`config.mk`:
```
export PLATFORM = sky130hd
export DESIGN_NAME = moore_machine
export DESIGN_NICKNAME = d
export VERILOG_FILES = /design/src/rtl/moore_machine.sv
export SDC_FILE = /design/constraint.sdc
export NUM_CORES = 1
export LEC_CHECK = 0
export ABC_AREA = 1
export ABC_CLOCK_PERIOD_IN_PS = 1100
export CAP_MARGIN = 20
export CORE_AREA = 4 4 41 43
export DETAILED_ROUTE_END_ITERATION = 8
export DIE_AREA = 0 0 45 47
export PLACE_DENSITY = 0.47
export SETUP_SLACK_MARGIN = 0.5
export SKIP_LAST_GASP = 1
export SYNTH_ARGS = -nofsm -noshare
export SYNTH_HDL_FRONTEND = slang
export SYNTH_SLANG_ARGS = --single-unit
```
`constraint.sdc`:
```
create_clock -name clk -period 1.1 [get_ports clk]
set_input_delay 0.22 -clock clk [delete_from_list [all_inputs] [get_ports clk]]
set_output_delay 0.22 -clock clk [all_outputs]
set_load 0.02 [all_outputs]
```
`src/rtl/moore_machine.sv`:
```
// Moore-type serial detector for the bit pattern 1100 (oldest first), overlapping matches allowed.
// The y flag is registered and decoded from the next state, so it never follows x or enable combinationally.
module moore_machine (
    input  logic       clk,
    input  logic       reset,
    input  logic       x,
    input  logic       enable,
    output logic       y,
    output logic [2:0] state_dbg
);

    typedef enum logic [2:0] {
        IDLE = 3'd0,
        S1   = 3'd1,
        S11  = 3'd2,
        S110 = 3'd3,
        DET  = 3'd4
    } state_t;

    state_t state_q, state_d;
    logic   y_q, y_d;

    // Unknown codes fall back to IDLE on the next enabled edge; a disabled edge holds everything.
    always_comb begin
        state_d = state_q;
        if (enable) begin
            case (state_q)
                IDLE:    state_d = x ? S1  : IDLE;
                S1:      state_d = x ? S11 : IDLE;
                S11:     state_d = x ? S11 : S110;
                S110:    state_d = x ? S1  : DET;
                DET:     state_d = x ? S1  : IDLE;
                default: state_d = IDLE;
            endcase
        end
        y_d = (state_d == DET);
    end

    always_ff @(posedge clk or posedge reset) begin
        if (reset) begin
            state_q <= IDLE;
            y_q     <= 1'b0;
        end else begin
            state_q <= state_d;
            y_q     <= y_d;
        end
    end

    assign y         = y_q;
    assign state_dbg = state_q;

endmodule

```
Yosys cells after proc, flatten, opt, wreduce, memory -nomap -nowiden
Cells that the tools add are included.
{ "word_totals": {"register_bits": 4, "latchBits": 0, "ramBits": 0, "mem_bits_ro": 0, "inputBits": 4, "memories": 0} }
{ "op_classes": {"n_addsub": 0, "n_mul": 0, "div_mod_pow": 0, "magnitude_cmp": 0, "eq_ne": 5, "shift": 0, "muxes": 6, "n_bitwise": 0, "n_reduce_logical": 2} }
{ "op_table": {"columns": ["cell", "n"], "rows": [
  ["$pmux W3 S4", 1],
  ["$eq A3 B2 Y1 const B", 2],
  ["$eq A3 B3 Y1 const B", 2],
  ["$mux W3", 2],
  ["$eq A3 B1 Y1 const B", 1],
  ["$logic_not A3 Y1", 1],
  ["$mux W1", 2],
  ["$mux W2", 1],
  ["$reduce_or A2 Y1", 1]
]} }

Logic depth before layout (Yosys ltp)
Gate-level depths: netlist of the first run.
{ "logic_depth": {"depth_word": 5, "mapped_depth": 6, "depth_no_buf": 6} }

Least setup slack after synthesis of the first run
No wires, ideal clock.
{ "synth_timing": {"path_type": "reg-to-reg", "start": "register state_q[0], in the netlist state_dbg[0]", "end": "register y_q, in the netlist y", "setup_time_ns": 0.118, "t_arrival_ns": 0.905, "setup_slack_ns": 0.077, "stages_incl_launch_ff": 6, "path_buffers": 0, "cell_sequence": "dfrtp_1 > inv_1 > nand2_1 > nand3_1 > a21oi_2 > nor2_1"} }
{ "synth_via": {"elab_chain_cells": 5, "word_cells_on_any_way": 9} }
{ "synth_rtl": {"columns": ["item", "line", "rtl"], "rows": [
  ["from (decl)", "20", "state_t state_q, state_d;"],
  ["from (signal assigned)", "44", "state_q <= state_d;"],
  ["$eq A3 B3 Y1 or $logic_not A3 Y1 (tied branches)", "27", "case (state_q)"],
  ["$reduce_or A2 Y1 (no source line)", null, null],
  ["$pmux W3 S4", "27", null],
  ["$mux W3 *", "26", "if (enable) begin"],
  ["net state_d[0]", "20", null],
  ["$eq A3 B3 Y1 *", "36", "y_d = (state_d == DET);"],
  ["net y_d", "21", "logic y_q, y_d;"],
  ["to (signal assigned)", "45", "y_q <= y_d;"],
  ["to (decl)", "21", null]
]} }
The timed path passes the listed nets; every way through them passes the cells marked *.

Worst setup path in the final report of the first run
{ "layout_timing": {"start": "register state_q[1], in the netlist state_dbg[1]", "end": "output port state_dbg[1]"} }
{ "layout_lines": {"columns": ["item", "line", "rtl"], "rows": [
  ["to (decl)", "9", "output logic [2:0] state_dbg"]
]} }
No word-level cell between the ends.

==> flow_summary_export.csv, run 1 <==
group,metric,value,unit
status,status,"completed",
sta,fin_ws,74.7,ps
layout,fin_nets,49,
synthesis,synth_seq_cells,4,
routing,vias,237,
clock_tree,clk-insertion-delay-late,240,ps
critical_path,crit_path_max_incr_delay,400,ps
clock_tree,cts.sinks,4,
power_and_ir_drop,combPwrFrac,56.2,%
place,place_area,330,µm²
routing,drt_wl_total,579,µm
synthesis,synth_nets,34,
clock_tree,clk_pin_slew_worst_paths,50,ps
sta,finalClockSkew,13.7,ps
critical_path,crit_type,"reg2out",
sta,finalSetupViolations,0,
floorplan,num_rows,13,
synthesis,ys_seq_area_share,46.5,%
critical_path,cp-end-kind,"output port",
routing,drc_errors,0,
place,placed_cells,55,
power_and_ir_drop,ir_drop,1.14,mV
global_route,met1_usage,5.95,%
power_and_ir_drop,p_leak,0.204,nW
sta,finalMaxSlewViolations,0,
place,place_congestion,0.720,
sta,finalSetupTns,0,ps
layout,diodes,0,
floorplan,start_util,16.5,%
layout,num-fill-cells,141,
routing,routedWlPerCell,9.81,µm
layout,final_area,407,µm²
sta,relSlewSlack,85.4,%
critical_path,worst_path_max_delay_cell,"dfrtp_2",
clock_tree,htree_levels,1,
routing,drt-initial-drc-count,4,
sta,min_period_over_period,93.2,%
synthesis,syn_inst,30,
synthesis,syn-cell-area,215,µm²
critical_path,arrival,810,ps
clock_tree,root_buffer,"clkbuf_4",
power_and_ir_drop,p_int,0.590,mW
critical_path,crit_family,"flip-flops",
synthesis,synth_warnings,0,
synthesis,avgSynthCellArea,7.17,µm²
layout,area_growth,89.0,%
floorplan,io_pins,8,
global_route,busiest_layer,"met2",
global_route,grt_max_degree,7,
global_route,overflow,0,
global_route,antenna_found_initial,0,
place,place_ws,-174,ps
global_route,first_global_vias,235,
sta,grt_setup_unrepaired,"yes",
layout,drive_gt1_share,56.8,%
critical_path,crit_chain,"buf_4",
global_route,use_met3,5.75,%
synthesis,synth_cell_types,9,
power_and_ir_drop,switching_power,0.404,mW
min_path,hold_class,"in2async",
sta,min_period,1030,ps
global_route,grt_util_all_layers,6.57,%
power_and_ir_drop,sw_frac_of_total,40.6,%
place,dp_hpwl,362,µm
floorplan,fp.dieH,47,µm
critical_path,rrSetupSlack,80,ps
power_and_ir_drop,power_density,2450,mW/mm²
sta,tightest_slew,219,ps
layout,fin_cells,59,
global_route,global_route.usage.met2,10.2,%
place,port_buffers,7,
clock_tree,cts_tree,"yes",
routing,drtPass1Iterations,2,
routing,avgViaCountPerCell,4.02,
floorplan,dieWidth,45,µm
global_route,grt_pass1_wl,890,µm
critical_path,worst-path-max-fanout,2,
floorplan,core_area,0.00130,mm²
power_and_ir_drop,clock_power_share,20.3,%
floorplan,dieArea,0.00212,mm²
clock_tree,hold_buffers,0,
sta,hold_violations,0,
job,cap_violations,0,
sta,fmax,975,MHz
clock_tree,postCtsSetupBuffers,0,
clock_tree,cts_inserted_buffers,3,
routing,ant_nets,0,
critical_path,critPathLaunchType,"register",
critical_path,cp.required,880,ps
clock_tree,clockBufferDepth,2,
critical_path,crit_buf_inv,1,
power_and_ir_drop,power_frac_seq,23.5,%
==> metrics by stage <==
step	power [mW]	hold slack (ps)	utilization (%)
global route	1.07	193	31.3
detailed placement	0.640	425	25.4
finish	0.994	164	31.3
global placement	0.648	418	25.4
floorplan	0.451	-14.1	-
CTS	0.947	165	29.8
==> power groups by stage <==
stage	Combinational (mW)	Sequential [mW]	Clock, mW
global placement	0.424	0.224	0
global route	0.599	0.243	0.229
CTS	0.498	0.234	0.215
finish	0.558	0.234	0.202
floorplan	0.143	0.308	0
detailed placement	0.417	0.223	0
==> cell families (layout without fill, tap and decap cells) <==
logic type / after synthesis / in the layout / synth area share (%)
AO/OA/AOI/OAI: 3 / 3 / 10.5
AND/OR/NAND/NOR: 16 / 16 / 30.8
buffers and inverters: 7 / 21 / 12.2
flip-flops: 4 / 4 / 46.5
==> flip-flops by register name, summed over array words and instances (netlist names) <==
signal and count:
state_dbg 3, y 1
==> synth_stat cells (all sizes together) <==
| master | n | share of area (%) |
|---|---|---|
| a21oi | 2 | 6.4 |
| dfrtp | 4 | 47 |
| inv | 7 | 12 |
| nand2 | 9 | 17 |
| nand3 | 3 | 7.0 |
| nor2 | 4 | 7.0 |
| o21ai | 1 | 4.1 |
==> routing by layer <==
layer / wire [µm] / up-vias / share of wire, %
li1: - / 117 / -
met1: 214 / 109 / 37
met2: 303 / 9 / 52
met3: 48 / 2 / 8.3
met4: 12 / 0 / 2.1
met5: 0 / - / 0
==> layout by cell type (no fill, tap or decap) <==
cell type / count
nand2_1: 7
buf_6: 5
clkbuf_4: 3
inv_1: 5
a21oi_2: 2
clkbuf_1: 1
o21ai_2: 1
nand2_4: 1
dlygate4sd2_1: 2
dfrtp_1: 1
clkdlybuf4s50_1: 1
nand2_2: 1
nand3_2: 3
nor2_4: 2
inv_4: 2
dfrtp_2: 3
nor2_1: 2
buf_2: 1
buf_4: 1
==> cell type report <==
cell class	instances	area (µm²)	area share, %
Clock buffer	4	26.3	6.46
Inverter	7	31.3	7.69
Multi-Input combinational cell	19	130	32.0
Sequential cell	4	104	25.5
Tap cell	15	18.8	4.62
Timing Repair Buffer	10	96.3	23.7
==> what timing repair did <==
item | 4_1_cts | 5_1_grt
setup endpoints to repair | 8 | 8
gates resized for setup | 33 | 6
pin swaps | 4 | 3
==> final timing paths <==
kind | depth (start not counted) | start | end
max | 1 | state_dbg[1] | state_dbg[1]
min | 2 | reset | state_dbg[1]
max reg2reg | 5 | state_dbg[1] | y
min reg2reg | 3 | state_dbg[2] | state_dbg[2]
max in group asynchronous | 2 | reset | state_dbg[0]
min in group clk | 3 | enable | state_dbg[2]
No activity file was read; power rests on OpenSTA's default activity.
==> inputs of run 2 (changes only) <==
--- a/config.mk
+++ b/config.mk
@@ -11,7 +11,8 @@
 export CORE_AREA = 4 4 41 43
 export DETAILED_ROUTE_END_ITERATION = 8
 export DIE_AREA = 0 0 45 47
-export PLACE_DENSITY = 0.47
+export DONT_BUFFER_PORTS = 1
+export PLACE_DENSITY = 0.4
 export SETUP_SLACK_MARGIN = 0.5
 export SKIP_LAST_GASP = 1
 export SYNTH_ARGS = -nofsm -noshare
==> flow_summary_export.csv, run 2 (synthesis gave the netlist of run 1 again) <==
group,metric,value,unit
status,status,"completed",
floorplan,num_rows,13,
global_route,first_global_vias,244,
floorplan,dieWidth,45,µm
sta,relSlewSlack,90.4,%
sta,min_period_over_period,94.3,%
job,cap_violations,0,
clock_tree,root_buffer,"clkbuf_4",
critical_path,worst_path_max_delay_cell,"dfrtp_2",
sta,fmax,964,MHz
critical_path,cp-end-kind,"output port",
layout,drive_gt1_share,53.7,%
clock_tree,cts_tree,"yes",
power_and_ir_drop,p_leak,0.183,nW
global_route,grt_pass1_wl,917,µm
sta,worst_hold_slack,155,ps
sta,finalSetupTns,0,ps
place,dp_hpwl,372,µm
layout,final_area,357,µm²
critical_path,worst-path-max-fanout,5,
place,place_area,260,µm²
routing,vias,225,
sta,min_period,1040,ps
power_and_ir_drop,ir_drop,0.805,mV
critical_path,crit_buf_inv,1,
place,place_ws,150,ps
global_route,grt_max_degree,6,
clock_tree,cts.sinks,4,
routing,drt-initial-drc-count,0,
critical_path,crit_family,"flip-flops",
critical_path,cp.required,880,ps
routing,routedWlPerCell,9.50,µm
layout,layout_common_cells,"5 x nand2_1, 5 x inv_1, 5 x buf_6",
critical_path,arrival,820,ps
global_route,grt_util_all_layers,6.65,%
clock_tree,clk-insertion-delay-late,240,ps
sta,hold_violations,0,
floorplan,dieArea,0.00212,mm²
layout,fin_nets,46,
routing,ant_nets,0,
global_route,overflow,0,
floorplan,io_pins,8,
critical_path,crit_chain,"buf_6",
routing,avgViaCountPerCell,4.02,
sta,tightest_slew,144,ps
sta,finalMaxSlewViolations,0,
critical_path,crit_type,"reg2out",
layout,area_growth,65.7,%
sta,grt_setup_unrepaired,"yes",
critical_path,critPathLaunchType,"register",
power_and_ir_drop,power_density,2590,mW/mm²
sta,finalClockSkew,4.35,ps
clock_tree,htree_levels,1,
critical_path,crit_path_max_incr_delay,440,ps
sta,finalSetupViolations,0,
layout,diodes,0,
clock_tree,clk_pin_slew_worst_paths,40,ps
power_and_ir_drop,p_total,0.923,mW
min_path,hold_class,"in2reg",
routing,drc_errors,0,
routing,drtPass1Iterations,1,
floorplan,core_area,0.00130,mm²
floorplan,fp.dieH,47,µm
routing,drt_wl_total,532,µm
global_route,antenna_found_initial,0,
floorplan,start_util,16.5,%
layout,largest_reg_flops,3,
place,port_buffers,0,
clock_tree,cts_inserted_buffers,3,
place,place_congestion,0.636,
clock_tree,clockBufferDepth,2,
sta,fin_ws,62.6,ps
run 2: worst paths after layout:
check | startpoint | endpoint | slack (ps) | depth (start not counted)
worst max-delay path | state_dbg[0] | state_dbg[0] | 60 | 1
worst min-delay path | enable | state_dbg[1] | 150 | 3
worst max register to register | state_dbg[0] | y | 70 | 5
worst min register to register | state_dbg[2] | state_dbg[2] | 580 | 2
max in group asynchronous | reset | state_dbg[0] | 640 | 2
min in group asynchronous | reset | state_dbg[1] | 300 | 2
run 2: stage by stage:
step                      util [%]  std cells
after global routing          27.4         56
after CTS                     25.5         56
final                         27.4         56
after floorplan                  -         30
after global placement        20.0         48
after detailed placement      20.0         48
run 2: power by group:
group | internal, mW | switching [mW] | leakage, nW | total, mW
Sequential | 0.201 | 0.0668 | 0.0459 | 0.268
Clock | 0.136 | 0.0649 | 0.0150 | 0.201
Combinational | 0.228 | 0.226 | 0.122 | 0.454
run 2: cell type report:
cell class,count,area (µm²)
Fill cell,154,945
Inverter,7,26.3
Clock buffer,4,26.3
Sequential cell,4,105
Tap cell,15,18.8
Timing Repair Buffer,7,73.8
Multi-Input combinational cell,19,106
run 2: timing repair:
item,4_1_cts,5_1_grt
endpoints found under the hold margin,4,0
pin swaps,0,6
hold buffers,1,0
resized for setup,4,8
setup buffers,3,0
setup endpoints to repair,8,8
run 2: metal layers:
metal	track usage (%)	share of wire (%)	vias up
met1	5.95	37	104
met5	0	0	-
met3	3.07	8.1	4
li1	-	-	110
met4	8.77	3.6	0
met2	9.89	51	7
==> inputs of run 3 (changes only) <==
--- a/config.mk
+++ b/config.mk
@@ -9,6 +9,7 @@
 export ABC_CLOCK_PERIOD_IN_PS = 1100
 export CAP_MARGIN = 20
 export CORE_AREA = 4 4 41 43
+export CTS_CLUSTER_SIZE = 30
 export DETAILED_ROUTE_END_ITERATION = 8
 export DIE_AREA = 0 0 45 47
 export DONT_BUFFER_PORTS = 1
==> results of run 3 <==
No change in the layout: final DEF, timing and power equal those of run 2.
==> variant 1, RTL diff (config.mk and constraints of run 2) <==
Make the reset (`reset`) synchronous in one clocked block.
--- a/src/rtl/moore_machine.sv
+++ b/src/rtl/moore_machine.sv
@@ -37,5 +37,5 @@
     end
 
-    always_ff @(posedge clk or posedge reset) begin
+    always_ff @(posedge clk) begin
         if (reset) begin
             state_q <= IDLE;
Behaviour: differs if reset is asserted again (counterexample within 4 cycles, from zero or initial values and one cycle with reset high); with reset held inactive, the same outputs for 10 cycles.
==> variant 1 against run 2 <==
Worst setup slack better by 0.11 ns. Design area is 18% lower. Wire length is 6.4% lower. Die area stayed put. Area after synthesis is 2.9% lower. Via count is 7.6% lower. Critical path depth is 4 higher. Fmax is 11% higher. Clock skew is 0.00055 ns higher. Critical endpoint is now y. Global-route usage is 0.81 points lower. Sequential cell count stayed put.
Power is not compared: it rests on default switching activity, and its combinational part moved more than twofold at a synthesized area within 25%.
==> variant 1: results (changes against run 2) <==
<table>
<tr><th>Metric</th><th>Value</th></tr>
<tr><th colspan="2">Outcome</th></tr>
<tr><td>Run status</td><td>finished, final reports clean</td></tr>
<tr><th colspan="2">Placement</th></tr>
<tr><td>GPL Wtd Cong</td><td>0.608 (-4.3%)</td></tr>
<tr><td>Post-detail-place hpwl</td><td>384 um (+3.0%)</td></tr>
<tr><td># placed instances</td><td>49 (+2.1%)</td></tr>
<tr><th colspan="2">Final layout</th></tr>
<tr><td>Layout net count</td><td>43 (-6.5%)</td></tr>
<tr><td>Fraction of final layout cells with drive strength greater than 1</td><td>42.1% (-12 points)</td></tr>
<tr><td>Count of placed standard cells in the final layout, fillers left out</td><td>53 (-5.4%)</td></tr>
<tr><th colspan="2">Global route</th></tr>
<tr><td>Vias in the first global route</td><td>216 (-11%)</td></tr>
<tr><td>Maximum number of pins on one net before global-route repair</td><td>8 (+2)</td></tr>
<tr><td>Wire length of the first global-routing pass</td><td>869 um (-5.2%)</td></tr>
<tr><th colspan="2">Routing</th></tr>
<tr><td>Avg Vias per Cell</td><td>3.92 (-2.3%)</td></tr>
<tr><td>Post-detailed-routing wire length</td><td>498 um (-6.4%)</td></tr>
<tr><th colspan="2">Synthesis</th></tr>
<tr><td>List of most frequent post-synthesis cells</td><td>sky130_fd_sc_hd__nand2_1, sky130_fd_sc_hd__inv_1, sky130_fd_sc_hd__nor2_1, sky130_fd_sc_hd__dfxtp_1</td></tr>
<tr><td>Cell count after synthesis</td><td>34 (+13%)</td></tr>
<tr><td>Sequential fraction of the synthesis area</td><td>38.3% (-8.2 points)</td></tr>
<tr><td>Top post-synthesis cells by area</td><td>sky130_fd_sc_hd__dfxtp_1, sky130_fd_sc_hd__nand2_1, sky130_fd_sc_hd__inv_1</td></tr>
<tr><td>Most used flip-flop cell after synthesis</td><td>sky130_fd_sc_hd__dfxtp_1</td></tr>
<tr><td>Per-instance average area after synthesis</td><td>6.15 sq um (-14%)</td></tr>
<tr><td>Fraction of registers with async set/reset</td><td>0% (-100 points)</td></tr>
<tr><td>Library cells used by synthesis</td><td>8 (-1)</td></tr>
<tr><th colspan="2">Critical path</th></tr>
<tr><td>Critical Path Slowest Stage Cell</td><td>sky130_fd_sc_hd__dfxtp_4</td></tr>
<tr><td>Delay of the slowest cell on the worst path</td><td>0.40 ns (-0.04 ns)</td></tr>
<tr><td>Setup slack of the worst register-to-register path</td><td>0.17 ns (+0.10 ns)</td></tr>
<tr><th colspan="2">STA</th></tr>
<tr><td>Final Skew</td><td>0.00490 ns (+0.000546 ns)</td></tr>
<tr><td>Hold slack</td><td>0.0463 ns (-0.108 ns)</td></tr>
</table>
## variant 1: path summary, 6_finish.rpt
check / start / to / depth (start not counted)
worst max-delay path: state_dbg[1] / y / 5
worst min-delay path: reset / state_dbg[0] / 1
worst max register to register: state_dbg[1] / y / 5
worst min register to register: state_dbg[2] / y / 3
## variant 1: worst register-to-register path, cell delays in order (launching register included)
cell and delay (ns):
sky130_fd_sc_hd__dfxtp_4 0.40, sky130_fd_sc_hd__inv_2 0.05, sky130_fd_sc_hd__nor2_2 0.09, sky130_fd_sc_hd__nand3_2 0.10, sky130_fd_sc_hd__a21oi_2 0.14, sky130_fd_sc_hd__nor2_1 0.05
## variant 1: cells by family (layout without fill, tap and decap cells)
family                 Yosys count  after routing  share of synthesized area (%)
buffers and inverters            6             10                           10.8
AND/OR/NAND/NOR                 20             20                           39.5
flip-flops                       4              4                           38.3
AO/OA/AOI/OAI                    4              4                           11.4
## variant 1: what timing repair did
item,in CTS,in global routing
setup endpoints to repair,8,8
gates cloned,0,0
resized for setup,2,5
pin swaps,0,3
## variant 1: routing by layer
metal  routed length, um  global-route usage [%]
met5                   0                       0
met4                   0                    1.75
met3                  46                    3.83
met2                 208                    8.19
met1                 243                    7.27
## variant 1: final cells by class
cell class	instances	area [sq um]
Tap cell	15	18.8
Sequential cell	4	95.1
Multi-Input combinational cell	24	129
Inverter	6	22.5
Clock buffer	4	26.3
Fill cell	153	1010
## variant 1: power breakdown
part / switching (uW) / leakage [uW] / total, uW / internal, uW
combinational: 19.6 / 0.0000729 / 33.7 / 14.1
clock: 57.0 / 0.0000150 / 193 / 136
sequential: 14.5 / 0.0000355 / 159 / 144
## variant 1: per-stage QoR
stage / utilization (%) / instance area, sq um / worst slack (ns)
4_1_cts: 20.9 / 272 / 0.144
3_5_place_dp: 18.6 / 241 / 0.152
3_3_place_gp: 18.6 / 241 / 0.145
2_1_floorplan: - / 223 / 0.259
6_report: 22.4 / 292 / 0.170
5_1_grt: 22.4 / 292 / 0.0936
==> variant 2, RTL diff (settings of run 2) <==
Without the edit above. Remove the register `y_q`: a continuous assignment takes its place, so the output `y` follows one clock earlier.
--- a/src/rtl/moore_machine.sv
+++ b/src/rtl/moore_machine.sv
@@ -40,10 +40,10 @@
         if (reset) begin
             state_q <= IDLE;
-            y_q     <= 1'b0;
         end else begin
             state_q <= state_d;
-            y_q     <= y_d;
         end
     end
+
+    assign y_q = y_d;
 
     assign y         = y_q;
Behaviour: not the same (Yosys sat finds a counterexample within 4 cycles, from zero or initial values and one cycle with reset high).
==> variant 2 against run 2 <==
Count of clock-buffer cells in the layout is the same. Worst setup slack got worse by 0.35 ns. Worst hold slack worse by 0.0075 ns. Register-to-register slack gained 0.09 ns. Sequential cell count shrank 1. Critical path depth increased by 4. Total power up 0.58%. Wire length shrank 11%. Design area fell by 0.35%. Highest routed layer is now met3. Largest power group unchanged. The flow now finishes with violations (setup timing). Area after synthesis shrank 12%. Critical path type unchanged. Global-route usage decreased by 0.88 points.
==> variant 2: results (changes against run 2) <==
<table>
<tr><th>Metric</th><th>Value</th></tr>
<tr><th colspan="2">Worst hold path</th></tr>
<tr><td>Depth of the worst hold-timing path</td><td>2 (-1)</td></tr>
<tr><th colspan="2">Power</th></tr>
<tr><td>Static Leak</td><td>0.000178 uW (-2.5%)</td></tr>
<tr><td>Sw power</td><td>348 uW (-2.8%)</td></tr>
<tr><td>Worst voltage drop across the vdd grid</td><td>1120 uV (+39%)</td></tr>
<tr><th colspan="2">STA</th></tr>
<tr><td>Sum of negative setup slack</td><td>-0.591 ns (-0.591 ns)</td></tr>
<tr><td>Post-layout worst setup margin</td><td>-0.283 ns (-0.346 ns)</td></tr>
<tr><td>Endpoints failing setup</td><td>4 (+4)</td></tr>
<tr><th colspan="2">Critical path</th></tr>
<tr><td>Launching element of the worst setup path</td><td>state_dbg[2]</td></tr>
<tr><td>Reg2Reg Depth</td><td>6 (+1)</td></tr>
<tr><td>Data arrival time at the worst-slack endpoint</td><td>1.16 ns (+0.34 ns)</td></tr>
<tr><td>Delay of the slowest cell on the worst path</td><td>0.41 ns (-0.03 ns)</td></tr>
<tr><td>Critical path peak fanout</td><td>3 (-2)</td></tr>
<tr><th colspan="2">Placement</th></tr>
<tr><td>Post-detail-place hpwl</td><td>368 um (-1.2%)</td></tr>
<tr><td>GPL Wtd Cong</td><td>0.625 (-1.7%)</td></tr>
<tr><th colspan="2">Final layout</th></tr>
<tr><td>Fill count</td><td>148 (-3.9%)</td></tr>
<tr><td>Layout net count</td><td>48 (+4.3%)</td></tr>
<tr><td>Fraction of final layout cells with drive strength greater than 1</td><td>60.5% (+6.8 points)</td></tr>
<tr><th colspan="2">Outcome</th></tr>
<tr><td>Run status</td><td>finished, violations left</td></tr>
<tr><td>Violated checks</td><td>setup timing</td></tr>
<tr><th colspan="2">Global route</th></tr>
<tr><td>Maximum number of pins on one net before global-route repair</td><td>8 (+2)</td></tr>
<tr><td>Wire length of the first global-routing pass</td><td>779 um (-15%)</td></tr>
<tr><td>Overall routing resource usage</td><td>5.78% (-0.88 points)</td></tr>
<tr><th colspan="2">Routing</th></tr>
<tr><td>Mean routed wirelength per cell</td><td>8.19 um (-14%)</td></tr>
<tr><td>Initial DRC Count</td><td>5 (+5)</td></tr>
<tr><td>Avg Vias per Cell</td><td>3.74 (-6.9%)</td></tr>
<tr><td>Total iterations of the first detailed-routing run</td><td>4 (+3)</td></tr>
<tr><th colspan="2">Synthesis</th></tr>
<tr><td>List of most frequent post-synthesis cells</td><td>sky130_fd_sc_hd__nand2_1, sky130_fd_sc_hd__inv_1, sky130_fd_sc_hd__nor2_1, sky130_fd_sc_hd__dfrtp_1, sky130_fd_sc_hd__nand3_1</td></tr>
<tr><td>Top post-synthesis cells by area</td><td>sky130_fd_sc_hd__dfrtp_1, sky130_fd_sc_hd__nand2_1, sky130_fd_sc_hd__inv_1</td></tr>
</table>
variant 2: worst register-to-register path, cell delays in order, from the launching register on:
cell and delay [ns]:
sky130_fd_sc_hd__dfrtp_2 0.44, sky130_fd_sc_hd__nand2_2 0.10, sky130_fd_sc_hd__nand2_1 0.05, sky130_fd_sc_hd__nand2_1 0.07
sky130_fd_sc_hd__nand2_2 0.06, sky130_fd_sc_hd__buf_4 0.13, sky130_fd_sc_hd__inv_2 0.04
variant 2: cells by family after synthesis:
| group | Yosys count | synth area share (%) |
|---|---|---|
| DFF | 3 | 39.5 |
| and+or+nand+nor | 16 | 34.9 |
| buffers and inverters | 7 | 13.8 |
| AOI/OAI and AO/OA | 3 | 11.8 |
variant 2: power groups by stage:
stage               sequential, uW  combinational [uW]  clock [uW]
finish                         216                 524         189
global route                   227                 575         213
CTS                            216                 507         201
detailed placement             215                 391           0
global placement               217                 392           0
floorplan                      261                 164           0
variant 2: path summary, 6_finish.rpt:
path | end | slack, ns
max | y | -0.28
min | state_dbg[2] | 0.15
max reg2reg | state_dbg[1] | 0.16
min reg2reg | state_dbg[2] | 0.57
max in group asynchronous | state_dbg[1] | 0.66
min in group asynchronous | state_dbg[0] | 0.30
variant 2: timing repair:
item | CTS | global route
gates resized for setup | 6 | 4
endpoints found under the hold margin | 3 | 0
hold buffers | 1 | 0
setup endpoints to repair | 7 | 7
pin swaps | 3 | 6
buffers inserted | 2 | 0
variant 2: metrics by stage:
stage	setup WS [ns]	cell area, sq um	cells	util, %	power (uW)
after floorplan	-0.0417	206	29	-	424
after global placement	-0.0505	278	51	21.3	609
after detailed placement	-0.0424	278	51	21.3	606
after CTS	-0.295	348	58	26.7	923
after global routing	-0.360	355	58	27.3	1020
final	-0.283	355	58	27.3	928
variant 2: layout make-up:
cell class | count | area, sq um | share of cell area, %
Clock buffer | 4 | 26.3 | 7.39
Inverter | 7 | 26.3 | 7.39
Multi-Input combinational cell | 19 | 109 | 30.6
Sequential cell | 3 | 78.8 | 22.2
Tap cell | 15 | 18.8 | 5.28
Timing Repair Buffer | 10 | 96.3 | 27.1
variant 2: routing by layer:
layer | part of all wire (%) | global-route usage [%] | vias to the layer above
met3 | 11 | 2.68 | 0
li1 | - | - | 114
met2 | 46 | 6.50 | 9
met5 | 0 | 0 | -
met1 | 43 | 7.08 | 94
met4 | 0 | 7.02 | 0
